[src/rtl/r4k_pkg.sv]
// Shared types and constants for the R4K memory arbiter.
package r4k_pkg;

  typedef enum logic [1:0] {
    IDLE  = 2'd0,
    ISSUE = 2'd1,
    WAIT  = 2'd2,
    RESP  = 2'd3
  } arb_state_t;

  typedef enum logic {
    OWN_INSTR = 1'b0,
    OWN_DATA  = 1'b1
  } owner_t;

  localparam logic [7:0]  MASK_ALL    = 8'hFF;
  localparam logic [63:0] DWORD_ALIGN = {{61{1'b1}}, 3'b000};

  function automatic logic [63:0] dword_addr(input logic [63:0] addr);
    return addr & DWORD_ALIGN;
  endfunction

endpackage

[src/rtl/r4k_mem_arbiter.sv]
// Arbitrates R4K fetch and data ports onto one 64-bit req/gnt/rvalid memory port,
// one transaction at a time, returning each completion as a one-cycle ready pulse.
module r4k_mem_arbiter
  import r4k_pkg::*;
#(
  parameter int unsigned MAX_DATA_RUN = 4
) (
  input  logic        clk,
  input  logic        reset,
  input  logic [63:0] instr_address,
  input  logic        instr_read,
  output logic [31:0] instr_in,
  output logic        instr_ready,
  input  logic [63:0] data_address,
  input  logic [63:0] data_out,
  input  logic [7:0]  data_mask,
  input  logic        data_read,
  input  logic        data_write,
  output logic [63:0] data_in,
  output logic        data_ready,
  output logic        mem_req,
  output logic        mem_we,
  output logic [63:0] mem_addr,
  output logic [63:0] mem_wdata,
  output logic [7:0]  mem_mask,
  input  logic        mem_gnt,
  input  logic        mem_rvalid,
  input  logic [63:0] mem_rdata,
  output logic        protocol_err
);

  localparam logic [3:0] RUN_LIMIT = 4'(MAX_DATA_RUN);

  arb_state_t r_state;
  arb_state_t w_state_nxt;
  owner_t     r_owner;
  logic       r_is_write;
  logic       r_sel_hi;
  logic [3:0] r_run_cnt;

  logic w_data_req;
  logic w_run_full;
  logic w_grant_data;
  logic w_grant_instr;

  always_comb begin
    w_data_req    = data_read | data_write;
    w_run_full    = (r_run_cnt == RUN_LIMIT);
    w_grant_data  = 1'b0;
    w_grant_instr = 1'b0;
    w_state_nxt   = r_state;
    unique case (r_state)
      IDLE: begin
        // Data wins unless it has used up its run while a fetch is waiting.
        if (w_data_req && !(instr_read && w_run_full)) begin
          w_grant_data = 1'b1;
          w_state_nxt  = ISSUE;
        end else if (instr_read) begin
          w_grant_instr = 1'b1;
          w_state_nxt   = ISSUE;
        end
      end
      ISSUE: begin
        if (mem_gnt) begin
          w_state_nxt = WAIT;
        end
      end
      WAIT: begin
        if (mem_rvalid) begin
          w_state_nxt = RESP;
        end
      end
      RESP: begin
        w_state_nxt = IDLE;
      end
      default: begin
        w_state_nxt = IDLE;
      end
    endcase
  end

  always_ff @(posedge clk) begin
    if (reset) begin
      r_state <= IDLE;
    end else begin
      r_state <= w_state_nxt;
    end
  end

  always_ff @(posedge clk) begin
    if (reset) begin
      r_run_cnt <= '0;
    end else if (r_state == IDLE) begin
      if (w_grant_instr || !instr_read) begin
        r_run_cnt <= '0;
      end else if (w_grant_data) begin
        r_run_cnt <= r_run_cnt + 4'd1;
      end
    end
  end

  always_ff @(posedge clk) begin
    if (reset) begin
      r_owner    <= OWN_INSTR;
      r_is_write <= 1'b0;
      r_sel_hi   <= 1'b0;
      mem_req    <= 1'b0;
      mem_we     <= 1'b0;
      mem_addr   <= '0;
      mem_wdata  <= '0;
      mem_mask   <= '0;
    end else begin
      if (w_grant_data) begin
        r_owner    <= OWN_DATA;
        r_is_write <= data_write;
        r_sel_hi   <= 1'b0;
        mem_req    <= 1'b1;
        mem_we     <= data_write;
        mem_addr   <= dword_addr(data_address);
        mem_wdata  <= data_write ? data_out : '0;
        mem_mask   <= data_write ? data_mask : MASK_ALL;
      end else if (w_grant_instr) begin
        r_owner    <= OWN_INSTR;
        r_is_write <= 1'b0;
        r_sel_hi   <= instr_address[2];
        mem_req    <= 1'b1;
        mem_we     <= 1'b0;
        mem_addr   <= dword_addr(instr_address);
        mem_wdata  <= '0;
        mem_mask   <= MASK_ALL;
      end else if (r_state == ISSUE && mem_gnt) begin
        mem_req <= 1'b0;
        mem_we  <= 1'b0;
      end
    end
  end

  always_ff @(posedge clk) begin
    if (reset) begin
      instr_in    <= '0;
      instr_ready <= 1'b0;
      data_in     <= '0;
      data_ready  <= 1'b0;
    end else begin
      instr_ready <= 1'b0;
      data_ready  <= 1'b0;
      if (r_state == WAIT && mem_rvalid) begin
        if (r_owner == OWN_INSTR) begin
          instr_in    <= r_sel_hi ? mem_rdata[63:32] : mem_rdata[31:0];
          instr_ready <= 1'b1;
        end else begin
          // Store acknowledges carry no data; leave the last load result intact.
          if (!r_is_write) begin
            data_in <= mem_rdata;
          end
          data_ready <= 1'b1;
        end
      end
    end
  end

  always_ff @(posedge clk) begin
    if (reset) begin
      protocol_err <= 1'b0;
    end else if ((r_state == IDLE && data_read && data_write) ||
                 (r_state != WAIT && mem_rvalid)) begin
      protocol_err <= 1'b1;
    end
  end

endmodule
[config.mk]
export PLATFORM = sky130hd
export DESIGN_NAME = r4k_mem_arbiter
export DESIGN_NICKNAME = d
export VERILOG_FILES = /design/src/rtl/r4k_pkg.sv /design/src/rtl/r4k_mem_arbiter.sv
export SDC_FILE = /design/constraint.sdc
export NUM_CORES = 1
export LEC_CHECK = 0
export ABC_CLOCK_PERIOD_IN_PS = 1670
export CAP_MARGIN = 10
export CORE_AREA = 2 2 200 202
export DETAILED_ROUTE_END_ITERATION = 10
export DIE_AREA = 0 0 202 204
export GPL_TIMING_DRIVEN = 0
export SETUP_SLACK_MARGIN = 0.05
export SLEW_MARGIN = 20
export SYNTH_ARGS = -nofsm -noshare
export SYNTH_HDL_FRONTEND = slang
export SYNTH_SLANG_ARGS = --single-unit
export TNS_END_PERCENT = 1
[constraint.sdc]
create_clock -name clk -period 1.67 [get_ports clk]
set_input_delay 0.334 -clock clk [delete_from_list [all_inputs] [get_ports clk]]
set_output_delay 0.334 -clock clk [all_outputs]
set_load 0.05 [all_outputs]
-- Word-level counts from Yosys, hierarchy flattened
Cells that the tools add are included.
- flip-flop bits (word level): 243
- input port bits: 271
- output and inout bits: 237
- logic and storage cells: 80
- $add $sub $neg: 1
- eq/ne operators: 8
- muxes and demuxes: 31
- bitwise gates (word level): 4
- reduce and logical (&&, ||, !) cells: 21
- operators with widths (kind ; number):
    $mux 64 ; 5
    $mux 32 ; 1
    $mux 8 ; 3
    $mux 1 ; 15
    $mux 2 ; 4
    $mux 4 ; 2
    $pmux 2 s4 ; 1
    $logic_and 1x1->1 ; 7
    $ne 2x2->1 const B ; 3
    $reduce_and 3->1 ; 2
    $add 4x1->4 const B ; 1
    $eq 2x2->1 const B ; 2
    $eq 4x3->1 const B ; 1
    $reduce_and 2->1 ; 2
    $reduce_bool 2->1 ; 2
    $reduce_or 2->1 ; 2
    $ne 3x3->1 const B ; 1
    $not 1->1 ; 3
    $reduce_bool 3->1 ; 1
    $eq 2x1->1 const B ; 1
    $logic_not 1->1 ; 2
    $logic_not 2->1 ; 1
    $logic_or 1x1->1 ; 2
    $or 1x1->1 ; 1

-- Logic depth before layout (Yosys ltp)
- depth in word-level cells: 9
- mapped depth: 8

-- Worst setup path after synthesis
Ideal clock, no wire load.
- kind: register to register
- from: reg r_run_cnt[0]
- to: reg mem_mask[0]
- library setup time: 0.119 ns
- arrival time: 1.370 ns
- required time: 1.551 ns
- slack: 0.181 ns
- stages on the path, launching flop included: 8
- period minus slack after synthesis: 1.489 ns
- path through: dfxtp_1 -> inv_1 -> ha_1 -> nand4b_1 -> buf_2 -> buf_6 -> nand2_2 -> o221a_2
- cells in the longest elaborated chain, start to end: 7
- elaborated cells between the ends (all ways): 10
- those cells by class: eq/ne: 1; mux: 5; reduce/logical: 4
- ends and longest elaborated chain (item ; RTL line ; RTL):
    start: declaration ; r4k_mem_arbiter.sv:39 ; logic [3:0] r_run_cnt;
    start signal: assignment ; r4k_mem_arbiter.sv:97 ; r_run_cnt <= r_run_cnt + 4'd1;
    $eq 4x3->1 (*) ; r4k_mem_arbiter.sv:48 ; w_run_full = (r_run_cnt == RUN_LIMIT);
    $logic_and 1x1->1 (*) ; r4k_mem_arbiter.sv:55 ; if (w_data_req && !(instr_read && w_run_full)) begin
    $logic_not 1->1 (*) ; r4k_mem_arbiter.sv:55 ;
    $logic_and 1x1->1 (*) ; r4k_mem_arbiter.sv:55 ;
    $mux 1 ; r4k_mem_arbiter.sv:55 ;
    $mux 1 ; r4k_mem_arbiter.sv:52 ; unique case (r_state)
    $mux 8 or $reduce_bool 2->1 (tied branches) ; n/a ;
    end signal: assignment ; r4k_mem_arbiter.sv:121 ; mem_mask <= data_write ? data_mask : MASK_ALL;
    end: declaration ; r4k_mem_arbiter.sv:25 ; output logic [7:0] mem_mask,
Mark *: on every way between the ends. The rest lies on a longest branch, timed or not.
A chain may end at the register's enable or synchronous reset.

-- Final worst setup path
- from: reg r_state[0]
- to: reg mem_wdata[27]
- cells in the longest elaborated chain, start to end: 3
- elaborated cells between the ends (all ways): 5
- those cells by class: mux: 3; reduce/logical: 2
- ends and longest elaborated chain (item ; RTL line ; RTL):
    start: declaration ; r4k_mem_arbiter.sv:34 ; arb_state_t r_state;
    start signal: assignment ; r4k_mem_arbiter.sv:86 ; r_state <= w_state_nxt;
    $logic_not 2->1 (*) ; r4k_mem_arbiter.sv:52 ;
    $mux 1 ; r4k_mem_arbiter.sv:52 ;
    $mux 64 or $reduce_bool 2->1 (tied branches) ; n/a ;
    end signal: assignment ; r4k_mem_arbiter.sv:120 ; mem_wdata <= data_write ? data_out : '0;
    end: declaration ; r4k_mem_arbiter.sv:24 ; output logic [63:0] mem_wdata,
Marks and branches as above.

==> impl_metrics.json <==
{
  "wl_mm": 44.8,
  "synth_area_leader_cell": "dfxtp_1",
  "leakagePower_nw": 6.23,
  "die_area_mm2": 0.0412,
  "post_dp_cell_area_mm2": 0.0153,
  "crit_required_ns": 2.11,
  "r2r-start": "r_state[0]",
  "min_from": "instr_read",
  "finalCritPeriodShare": 0.950,
  "synthesis.area_mm2": 0.00962,
  "core_mm2": 0.0392,
  "cp_cell_sequence": "inv_6 > ha_4 > buf_8 > o31ai_4 > buf_6 > buf_8 > a32oi_1 > nor2_1",
  "synth_area_leaders": "dfxtp_1 (51%), a21oi_1 (6.9%), a32oi_1 (5.9%)",
  "crit_end": "mem_wdata[27]",
  "clk_pin_slew_ns": 0.06,
  "setup_violations": 0,
  "root_buffer": "clkbuf_16",
  "cp_num_buf_inv": 4,
  "slew_headroom": 0.449,
  "multi_input_area_mm2": 0.00443,
  "dp_hpwl_mm": 32.9,
  "crit_type": "reg -> reg",
  "via_count": 10800,
  "drt_pass1_iterations": 4,
  "grt_usage": 0.203,
  "drt_iter0_drc": 586,
  "report.final.slew_viol_count": 0,
  "pin_count": 508,
  "post-route-drc-count": 0,
  "n_fill_cell": 3996,
  "seqCellArea_mm2": 0.00488,
  "ff2ff_setup_slack_ns": 0.08,
  "design_area_mm2": 0.0157,
  "syn_inst": 1099,
  "cp-start-kind": "flop",
  "r2r-end": "mem_wdata[27]",
  "viasPerCell": 4.95,
  "grt_overflow": 0,
  "switchingPower_mw": 10.7,
  "p_comb_frac": 0.437,
  "grt_pass1_vias": 10600,
  "io_buffers": 497,
  "switching_share": 0.433,
  "cp-startpoint": "r_state[0]",
  "ir_drop_mv": 0.774,
  "crit_arrival_ns": 2.02,
  "power.internal_mw": 14.0,
  "async_reset_ff_frac": 0,
  "fp.dieW_um": 202,
  "hold_buffers": 0,
  "power.density_mw_per_mm2": 1580,
  "status": "completed",
  "cpMostUsedCell": "buf_8",
  "cp_top_family": "buffers and inverters",
  "total_power_mw": 24.7,
  "clkSinkCount": 243,
  "yosysUniqueCellTypes": 42,
  "wl_per_cell_um": 20.5,
  "r2r_cells": 8,
  "syn_area_per_cell_um2": 8.75,
  "synth-seq-cells": 243,
  "slowest_stage": "dfxtp_4",
  "ys.flop_type": "dfxtp_1",
  "tightest_slew_ns": 0.827,
  "synth_top_area_share": 0.506,
  "antenna_found_initial": 4,
  "p_seq_frac": 0.302,
  "start_util": 0.245,
  "hold_ws_ns": 0.124,
  "path_depth": 8,
  "drive_above_1_share": 0.260,
  "skew_ns": 0.0125,
  "layout.nets": 1909,
  "rsz0062_at_grt": "true",
  "cts_buffer_depth": 3,
  "grt_max_degree": 15,
  "fmax_ghz": 0.630,
  "clkPwrFrac": 0.261,
  "grt_pass1_wl_mm": 64.9,
  "ant_nets": 0,
  "gp_congestion": 0.871,
  "fin_util": 0.400,
  "critPathMaxFanout": 10,
  "fin_crit_ns": 1.59,
  "cts_tree": "built",
  "cts_buffers": 29,
  "critPathMaxStageDelay_ns": 0.36,
  "yosys_warnings": 0,
  "hold_viol": 0,
  "drv_cap": 0,
  "cp-end-kind": "flop",
  "clock_latency_ns": 0.57,
  "synth_edf_count": 0,
  "synth-seq-area-share": 0.506,
  "rows": 73,
  "htreeDepth": 1,
  "synthToLayoutAreaGrowth_pct": 62.8,
  "hp-class": "in -> reg",
  "die_height_um": 204,
  "fin_setup_tns_ns": 0
}
-- repair_timing --
| item | in CTS | in global routing |
|---|---|---|
| cloned | 1 | 0 |
| pin swaps | 2 | 21 |
| setup buffers | 3 | 0 |
| endpoints found under the setup margin | 465 | 357 |
| resized for setup | 985 | 340 |
| endpoints found under the hold margin | 0 | 0 |
-- registers in the layout (all words and copies together), names as in the netlist --
name,flops
data_in,64
data_ready,1
instr_in,32
instr_ready,1
mem_addr,61
mem_mask,8
mem_req,1
mem_wdata,64
mem_we,1
protocol_err,1
r_is_write,1
r_owner,1
r_run_cnt,4
r_sel_hi,1
r_state,2
-- Yosys cell counts (5+ instances only) --
cell type  instances
a211oi_1          32
a21oi_1          132
a31oi_1           62
a32oi_1           65
buf_2             48
buf_4             19
buf_6              5
clkbuf_1          36
clkbuf_2           6
dfxtp_1          243
ha_1               6
inv_1              6
mux2i_1           32
nand2_1          136
nor2_1           102
o21ai_0          111
o21ai_1           11
o221a_2            8
-- cells by family after synthesis --
family / Yosys count / synth area share
AOI/OAI and AO/OA: 431 / 0.275
DFF: 243 / 0.506
muxes: 32 / 0.0333
and+or+nand+nor: 261 / 0.110
other: 1 / 0.000390
buffers and inverters: 125 / 0.0671
adders and majority gates: 6 / 0.00780
-- cell type report --
cell class	count	area share
Antenna cell	4	0.000639
Buffer	117	0.0534
Clock buffer	38	0.0517
Clock inverter	16	0.00919
Inverter	7	0.00232
Multi-Input combinational cell	733	0.283
Sequential cell	243	0.311
Tap cell	525	0.0419
Timing Repair Buffer	501	0.247
-- cell usage in the layout, fill, tap and decap left out, drive strengths merged, types with 6 or more instances in the layout --
cell	instances
a31oi	62
inv	7
o21ai	122
mux2i	32
clkinv	10
clkdlybuf4s50	261
a21oi	132
a32oi	65
a211oi	32
nand2	137
o221a	8
dfxtp	243
nor2	102
buf	314
clkbuf	79
ha	6
-- worst min-delay path by stage --
stage,to,slack (ns),cells past startpoint
6_report,r_sel_hi,0.12,3
4_1_cts,r_sel_hi,0.09,3
2_1_floorplan,r_is_write,0.44,2
3_3_place_gp,data_in[5],0.44,2
3_5_place_dp,data_in[34],0.45,2
5_1_grt,r_owner,0.14,4
-- worst min-delay path: stages --
cell	delay, ns
buf_4	0.15
o2111ai_1	0.09
a21oi_1	0.07
-- per-layer routing --
metal  track usage  vias up  routed length [µm]
met1         0.240     5159               17700
met3        0.0620       87                3940
li1              -     5061                   -
met4        0.0641        0                1460
met2         0.350      494               21600
met5             0        -                   0
-- through the flow --
step	setup WS [ns]	cells
after detailed placement	-0.871	2123
after global routing	-0.00797	2182
final	0.0832	2184
after CTS	0.0152	2181
after global placement	-0.859	2123
after floorplan	0.181	1101
-- power by group through the flow --
| stage | sequential [mW] | combinational, mW | clock (mW) |
|---|---|---|---|
| 6_report | 7.48 | 10.8 | 6.45 |
| 5_1_grt | 7.58 | 11.4 | 6.81 |
| 4_1_cts | 7.45 | 10.7 | 6.62 |
| 3_5_place_dp | 7.55 | 10.8 | 0 |
| 3_3_place_gp | 7.51 | 10.7 | 0 |
| 2_1_floorplan | 10.9 | 3.27 | 0 |
(Power assumes the default switching activity.)
